## src/rtl/ecc_nibble_io.sv

```systemverilog
// Digit-serial pad front end for the ECC kP core. It assembles five operands from DIGIT-wide pins,
// launches the core, then streams the latched (x, y) result back out one digit per cycle.
module ecc_nibble_io #(
  parameter int SIZE      = 32,
  parameter int DIGIT     = 4,
  parameter int MSB_FIRST = 0,
  parameter int TIMEOUT   = 0
) (
  input  logic              i_clk,
  input  logic              i_rst,
  input  logic              i_start,
  input  logic [DIGIT-1:0]  a,
  input  logic [DIGIT-1:0]  prime,
  input  logic [DIGIT-1:0]  k,
  input  logic [DIGIT-1:0]  Px,
  input  logic [DIGIT-1:0]  Py,
  output logic              o_core_start,
  output logic [SIZE-1:0]   o_a,
  output logic [SIZE-1:0]   o_prime,
  output logic [SIZE-1:0]   o_k,
  output logic [SIZE-1:0]   o_px,
  output logic [SIZE-1:0]   o_py,
  input  logic              i_core_done,
  input  logic [SIZE-1:0]   i_core_x,
  input  logic [SIZE-1:0]   i_core_y,
  output logic [DIGIT-1:0]  kPx,
  output logic [DIGIT-1:0]  kPy,
  output logic              done,
  output logic              o_busy,
  output logic              o_timeout,
  output logic [2:0]        o_state
);

  localparam int NDIG = SIZE / DIGIT;
  localparam int CW   = (NDIG > 1) ? $clog2(NDIG) : 1;
  localparam int WW   = (TIMEOUT > 0) ? $clog2(TIMEOUT + 1) : 1;
  localparam logic [CW-1:0] LAST = CW'(NDIG - 1);
  localparam logic [WW-1:0] WLIM = WW'(TIMEOUT);

  typedef enum logic [2:0] {IDLE, LOAD, WAIT, DONE, STREAM} state_t;

  state_t          state;
  logic [CW-1:0]   cnt;
  logic [WW-1:0]   wcnt;
  logic [SIZE-1:0] res_x;
  logic [SIZE-1:0] res_y;

  assign o_state = state;

  // Bit offset of digit i; the same placement serves both the load and the stream direction.
  function automatic int shamt(input logic [CW-1:0] i);
    return (MSB_FIRST != 0) ? (NDIG - 1 - int'(i)) * DIGIT : int'(i) * DIGIT;
  endfunction

  function automatic logic [SIZE-1:0] put(input logic [SIZE-1:0] w, input logic [DIGIT-1:0] d,
                                          input logic [CW-1:0] i);
    logic [SIZE-1:0] m;
    m = SIZE'({DIGIT{1'b1}}) << shamt(i);
    return (w & ~m) | (SIZE'(d) << shamt(i));
  endfunction

  function automatic logic [DIGIT-1:0] get(input logic [SIZE-1:0] w, input logic [CW-1:0] i);
    logic [SIZE-1:0] t;
    t = w >> shamt(i);
    return t[DIGIT-1:0];
  endfunction

  always_ff @(posedge i_clk) begin
    if (i_rst) begin
      state        <= IDLE;
      cnt          <= '0;
      wcnt         <= '0;
      o_a          <= '0;
      o_prime      <= '0;
      o_k          <= '0;
      o_px         <= '0;
      o_py         <= '0;
      res_x        <= '0;
      res_y        <= '0;
      kPx          <= '0;
      kPy          <= '0;
      o_core_start <= 1'b0;
      done         <= 1'b0;
      o_busy       <= 1'b0;
      o_timeout    <= 1'b0;
    end else begin
      o_core_start <= 1'b0;
      done         <= 1'b0;
      case (state)
        IDLE: begin
          if (i_start) begin
            o_a       <= put(o_a, a, '0);
            o_prime   <= put(o_prime, prime, '0);
            o_k       <= put(o_k, k, '0);
            o_px      <= put(o_px, Px, '0);
            o_py      <= put(o_py, Py, '0);
            cnt       <= CW'(1);
            o_timeout <= 1'b0;
            o_busy    <= 1'b1;
            state     <= LOAD;
          end
        end
        LOAD: begin
          o_a     <= put(o_a, a, cnt);
          o_prime <= put(o_prime, prime, cnt);
          o_k     <= put(o_k, k, cnt);
          o_px    <= put(o_px, Px, cnt);
          o_py    <= put(o_py, Py, cnt);
          if (cnt == LAST) begin
            cnt          <= '0;
            wcnt         <= '0;
            o_core_start <= 1'b1;
            state        <= WAIT;
          end else begin
            cnt <= cnt + 1'b1;
          end
        end
        WAIT: begin
          // A done arriving on the final watchdog cycle still wins over the abort.
          if (i_core_done) begin
            res_x <= i_core_x;
            res_y <= i_core_y;
            done  <= 1'b1;
            state <= DONE;
          end else if (TIMEOUT > 0) begin
            if (wcnt + 1'b1 == WLIM) begin
              wcnt      <= '0;
              o_timeout <= 1'b1;
              o_busy    <= 1'b0;
              state     <= IDLE;
            end else begin
              wcnt <= wcnt + 1'b1;
            end
          end
        end
        DONE: begin
          cnt   <= '0;
          kPx   <= get(res_x, '0);
          kPy   <= get(res_y, '0);
          state <= STREAM;
        end
        STREAM: begin
          if (cnt == LAST) begin
            cnt    <= '0;
            kPx    <= '0;
            kPy    <= '0;
            o_busy <= 1'b0;
            state  <= IDLE;
          end else begin
            cnt <= cnt + 1'b1;
            kPx <= get(res_x, cnt + 1'b1);
            kPy <= get(res_y, cnt + 1'b1);
          end
        end
        default: state <= IDLE;
      endcase
    end
  end

endmodule

```

## config.mk

```make
export PLATFORM = sky130hd
export DESIGN_NAME = ecc_nibble_io
export DESIGN_NICKNAME = d
export VERILOG_FILES = /design/src/rtl/ecc_nibble_io.sv
export SDC_FILE = /design/constraint.sdc
export NUM_CORES = 1
export LEC_CHECK = 0
export ABC_CLOCK_PERIOD_IN_PS = 4900
export BUFFER_PORTS_ARGS = -buffer_cell sky130_fd_sc_hd__clkbuf_2
export CAP_MARGIN = 20
export CORE_MARGIN = 5
export CORE_UTILIZATION = 56
export CTS_BUF_LIST = sky130_fd_sc_hd__clkbuf_16
export CTS_CLUSTER_DIAMETER = 40
export CTS_CLUSTER_SIZE = 25
export DETAILED_ROUTE_END_ITERATION = 12
export GPL_TIMING_DRIVEN = 0
export PLACE_DENSITY_LB_ADDON = 0.05
export SYNTH_ARGS = -nofsm -noshare
export SYNTH_HDL_FRONTEND = slang
export SYNTH_SLANG_ARGS = --single-unit
```

## constraint.sdc

```tcl
create_clock -name i_clk -period 4.9 [get_ports i_clk]
set_clock_uncertainty 0.15 [all_clocks]
set_input_delay 1.225 -clock i_clk [delete_from_list [all_inputs] [get_ports i_clk]]
set_output_delay 1.225 -clock i_clk [all_outputs]
set_load 0.02 [all_outputs]
```

==> impl_metrics.yaml <==
timing:
  worstMarginPinSlew_ps: 995.9
  slew_headroom_pct: 33.09
  slew_violations: 0
  fin_crit_sh_pct: 54.06
  grt_setup_unrepaired: "false"
  finalCriticalPeriod_ps: 2649
  final-hold-violation-count: 0
  finalSetupViolations: 0
  max_freq_ghz: 0.3775
  finalSetupTns_ps: 0
power_and_ir_drop:
  p_sw_mw: 1.135
  peakVddDrop_mv: 0.2859
  pwr-share-comb_pct: 8.0
  pwr-share-clk_pct: 47.7
  p_sw_share_pct: 25.09
  seqPwrFrac_pct: 44.3
  internal-power_mw: 3.389
  cellPowerDensity_nw_per_um2: 383.7
  power.total_mw: 4.524
  p_leak_nw: 4.818
die:
  core_area_um2: 16470
  rows: 47
  ioPinCount: 263
  dieArea_um2: 19360
  die_h_um: 139.1
  chipWidth_um: 139.1
  initial_utilization_pct: 56.72
yosys:
  synth-seq-area-share_pct: 51.65
  synth-seq-cells: 241
  synth-main-ff-cell: "dfxtp_1"
  synth-edff-count: 0
  async_flop_share_pct: 0
  syn_area_um2: 9340
  yosysMostFrequentCell: "dfxtp_1"
  synthCells: 1032
  ys_top_cells_by_area: "dfxtp_1 (52%), a22oi_1 (13%), nor2_1 (6.2%)"
  synth.top_cell.area_share_pct: 51.65
  ys_types: 39
  syn_nets: 1127
  synth_largest_area_cell: "dfxtp_1"
  synth_commonest_cells: "dfxtp_1 (241), a22oi_1 (157), nor2_1 (155)"
  avgSynthCellArea_um2: 9.051
  ys_warn_count: 0
route:
  via_count: 8598
  drt_iter0_drc: 558
  wl_per_cell_um: 18.10
  drt_wl_total_mm: 27.93
  detail-route-antenna-nets: 0
  drt_pass1_iterations: 6
  drc: 0
  viasPerCell: 5.572
worst_setup_path:
  slowest_stage: "dfxtp_1"
  path_cells: "clkbuf_2"
  cp_max_fo: 9
  crit_family: "flip-flops"
  crit_type: "reg2out"
  startpoint: "o_state[2]"
  cp.depth: 1
  reg2regPathDepth: 6
  worstSetupEndpoint: "o_state[2]"
  worstPathRequired_ps: 3520
  startpoint_type: "register"
  r2r-end: "kPy[2]"
  critPathBufInv: 1
  slowest_delay_ps: 500
  r2r_slack_ps: 2530
  end_kind: "output pin"
  r2r_start: "cnt[0]"
  arrival_ps: 1270
cts:
  hold_buffers: 0
  clk_pin_slew_ps: 60
  clk_path_buf_depth: 3
  clk_latency_ps: 530
  cts_sinks: 241
  cts_buffers: 29
  cts.htree.levels: 1
  cts-resized-gates: 0
  cts-root-buf: "clkbuf_16"
  postCtsSetupBuffers: 0
  tritoncts: "built"
cells_and_area:
  fin_nets: 1398
  fin_area_um2: 11790
  area_growth_pct: 26.22
  drive_gt1_share_pct: 29.40
  post-route-util_pct: 71.60
  num_antenna_cells: 0
min_path:
  hold_depth: 2
  hp-class: "reg2reg"
placement:
  hpwl_mm: 19.81
  dpl_cell_area_um2: 10820
  portBuffers: 240
  gp_congestion: 0.8742
global_routing:
  track_usage_pct: 27.49
  grt_pass1_wl_mm: 43.92
  grt_pass1_vias: 8298
  grt_max_degree: 17
  overflow: 0
  antenna_found_initial: 0
run:
  cap_violations: 0
run_status:
  status: "finished clean"
## worst min path at each step
stage | from | end
2_1_floorplan | res_x[12] | res_x[12]
3_3_place_gp | res_y[9] | res_y[9]
3_5_place_dp | res_x[15] | res_x[15]
4_1_cts | res_y[20] | res_y[20]
5_1_grt | res_x[20] | res_x[20]
6_report | res_y[18] | res_y[18]
## flip-flops by register name, summed over array words and instances (netlist names)
register,count
kPx,4
o_busy,1
res_y,32
o_prime,32
o_state,3
done,1
kPy,4
o_k,32
o_px,32
o_py,32
o_core_start,1
cnt,3
o_a,32
res_x,32
## cells by family (layout without fill, tap and decap cells)
logic type	Yosys count	after routing	share of synthesized area (%)
multiplexers	32	32	3.429
AO/OA/AOI/OAI	277	277	21.69
buffers and inverters	114	405	6.162
adder cells (fa/ha/maj)	7	7	0.9377
AND/OR/NAND/NOR	360	360	16.09
other	1	1	0.04015
flip-flops	241	241	51.65
## metal layers
metal / global-route usage (%) / vias to the layer above / part of all wire (%)
li1: - / 4147 / -
met2: 48.15 / 307 / 49
met4: 9.011 / 0 / 3.1
met3: 4.931 / 59 / 6.4
met5: 0 / - / 0
met1: 34.37 / 4085 / 42
## cells in the final DEF (no fill, tap or decap), types with 20 or more instances in the layout
cell / Yosys / layout
clkbuf_16: 0 / 29
buf_2: 21 / 21
clkbuf_2: 0 / 240
a22oi_1: 157 / 157
buf_4: 21 / 21
clkbuf_1: 60 / 60
dfxtp_1: 241 / 241
nor2_1: 155 / 155
nor2_2: 20 / 20
a22oi_2: 20 / 20
mux2i_1: 32 / 32
a21oi_1: 77 / 77
nand2_1: 143 / 143
## power by group through the flow
stage,sequential (mW),clock (mW),combinational [mW]
floorplan,2.07,0,0.211
finish,2.01,2.16,0.361
global route,2.01,2.28,0.387
CTS,2.00,2.18,0.359
detailed placement,2.05,0,0.357
global placement,2.05,0,0.354
## metrics by stage
| stage | instances | setup WS (ps) | hold WS, ps |
|---|---|---|---|
| after floorplan | 1032 | 2466 | 285.7 |
| after global placement | 1492 | 1786 | 290.7 |
| after detailed placement | 1492 | 1794 | 297.5 |
| after CTS | 1543 | 2270 | 305.6 |
| after global routing | 1543 | 2195 | 324.3 |
| final | 1543 | 2251 | 304.2 |
## area by class of cell
cell class              count  area, um^2
flip-flops and latches    241        4825
repair buffers            240        1201
inverters                   5       18.77
clock inverters            22       246.5
plain buffers             109       556.8
fillers                  1374        4677
clock buffers              29       725.7
multi-input cells         677        3940
well taps                 220       275.3
## worst reg2reg max path: stages (launching register included)
cell and delay (ps):
dfxtp_1 380, clkbuf_1 210, inv_1 140, ha_1 390, nor2_1 510, a22oi_1 200
a31o_2 280
Power figures use the tool's default switching activity.
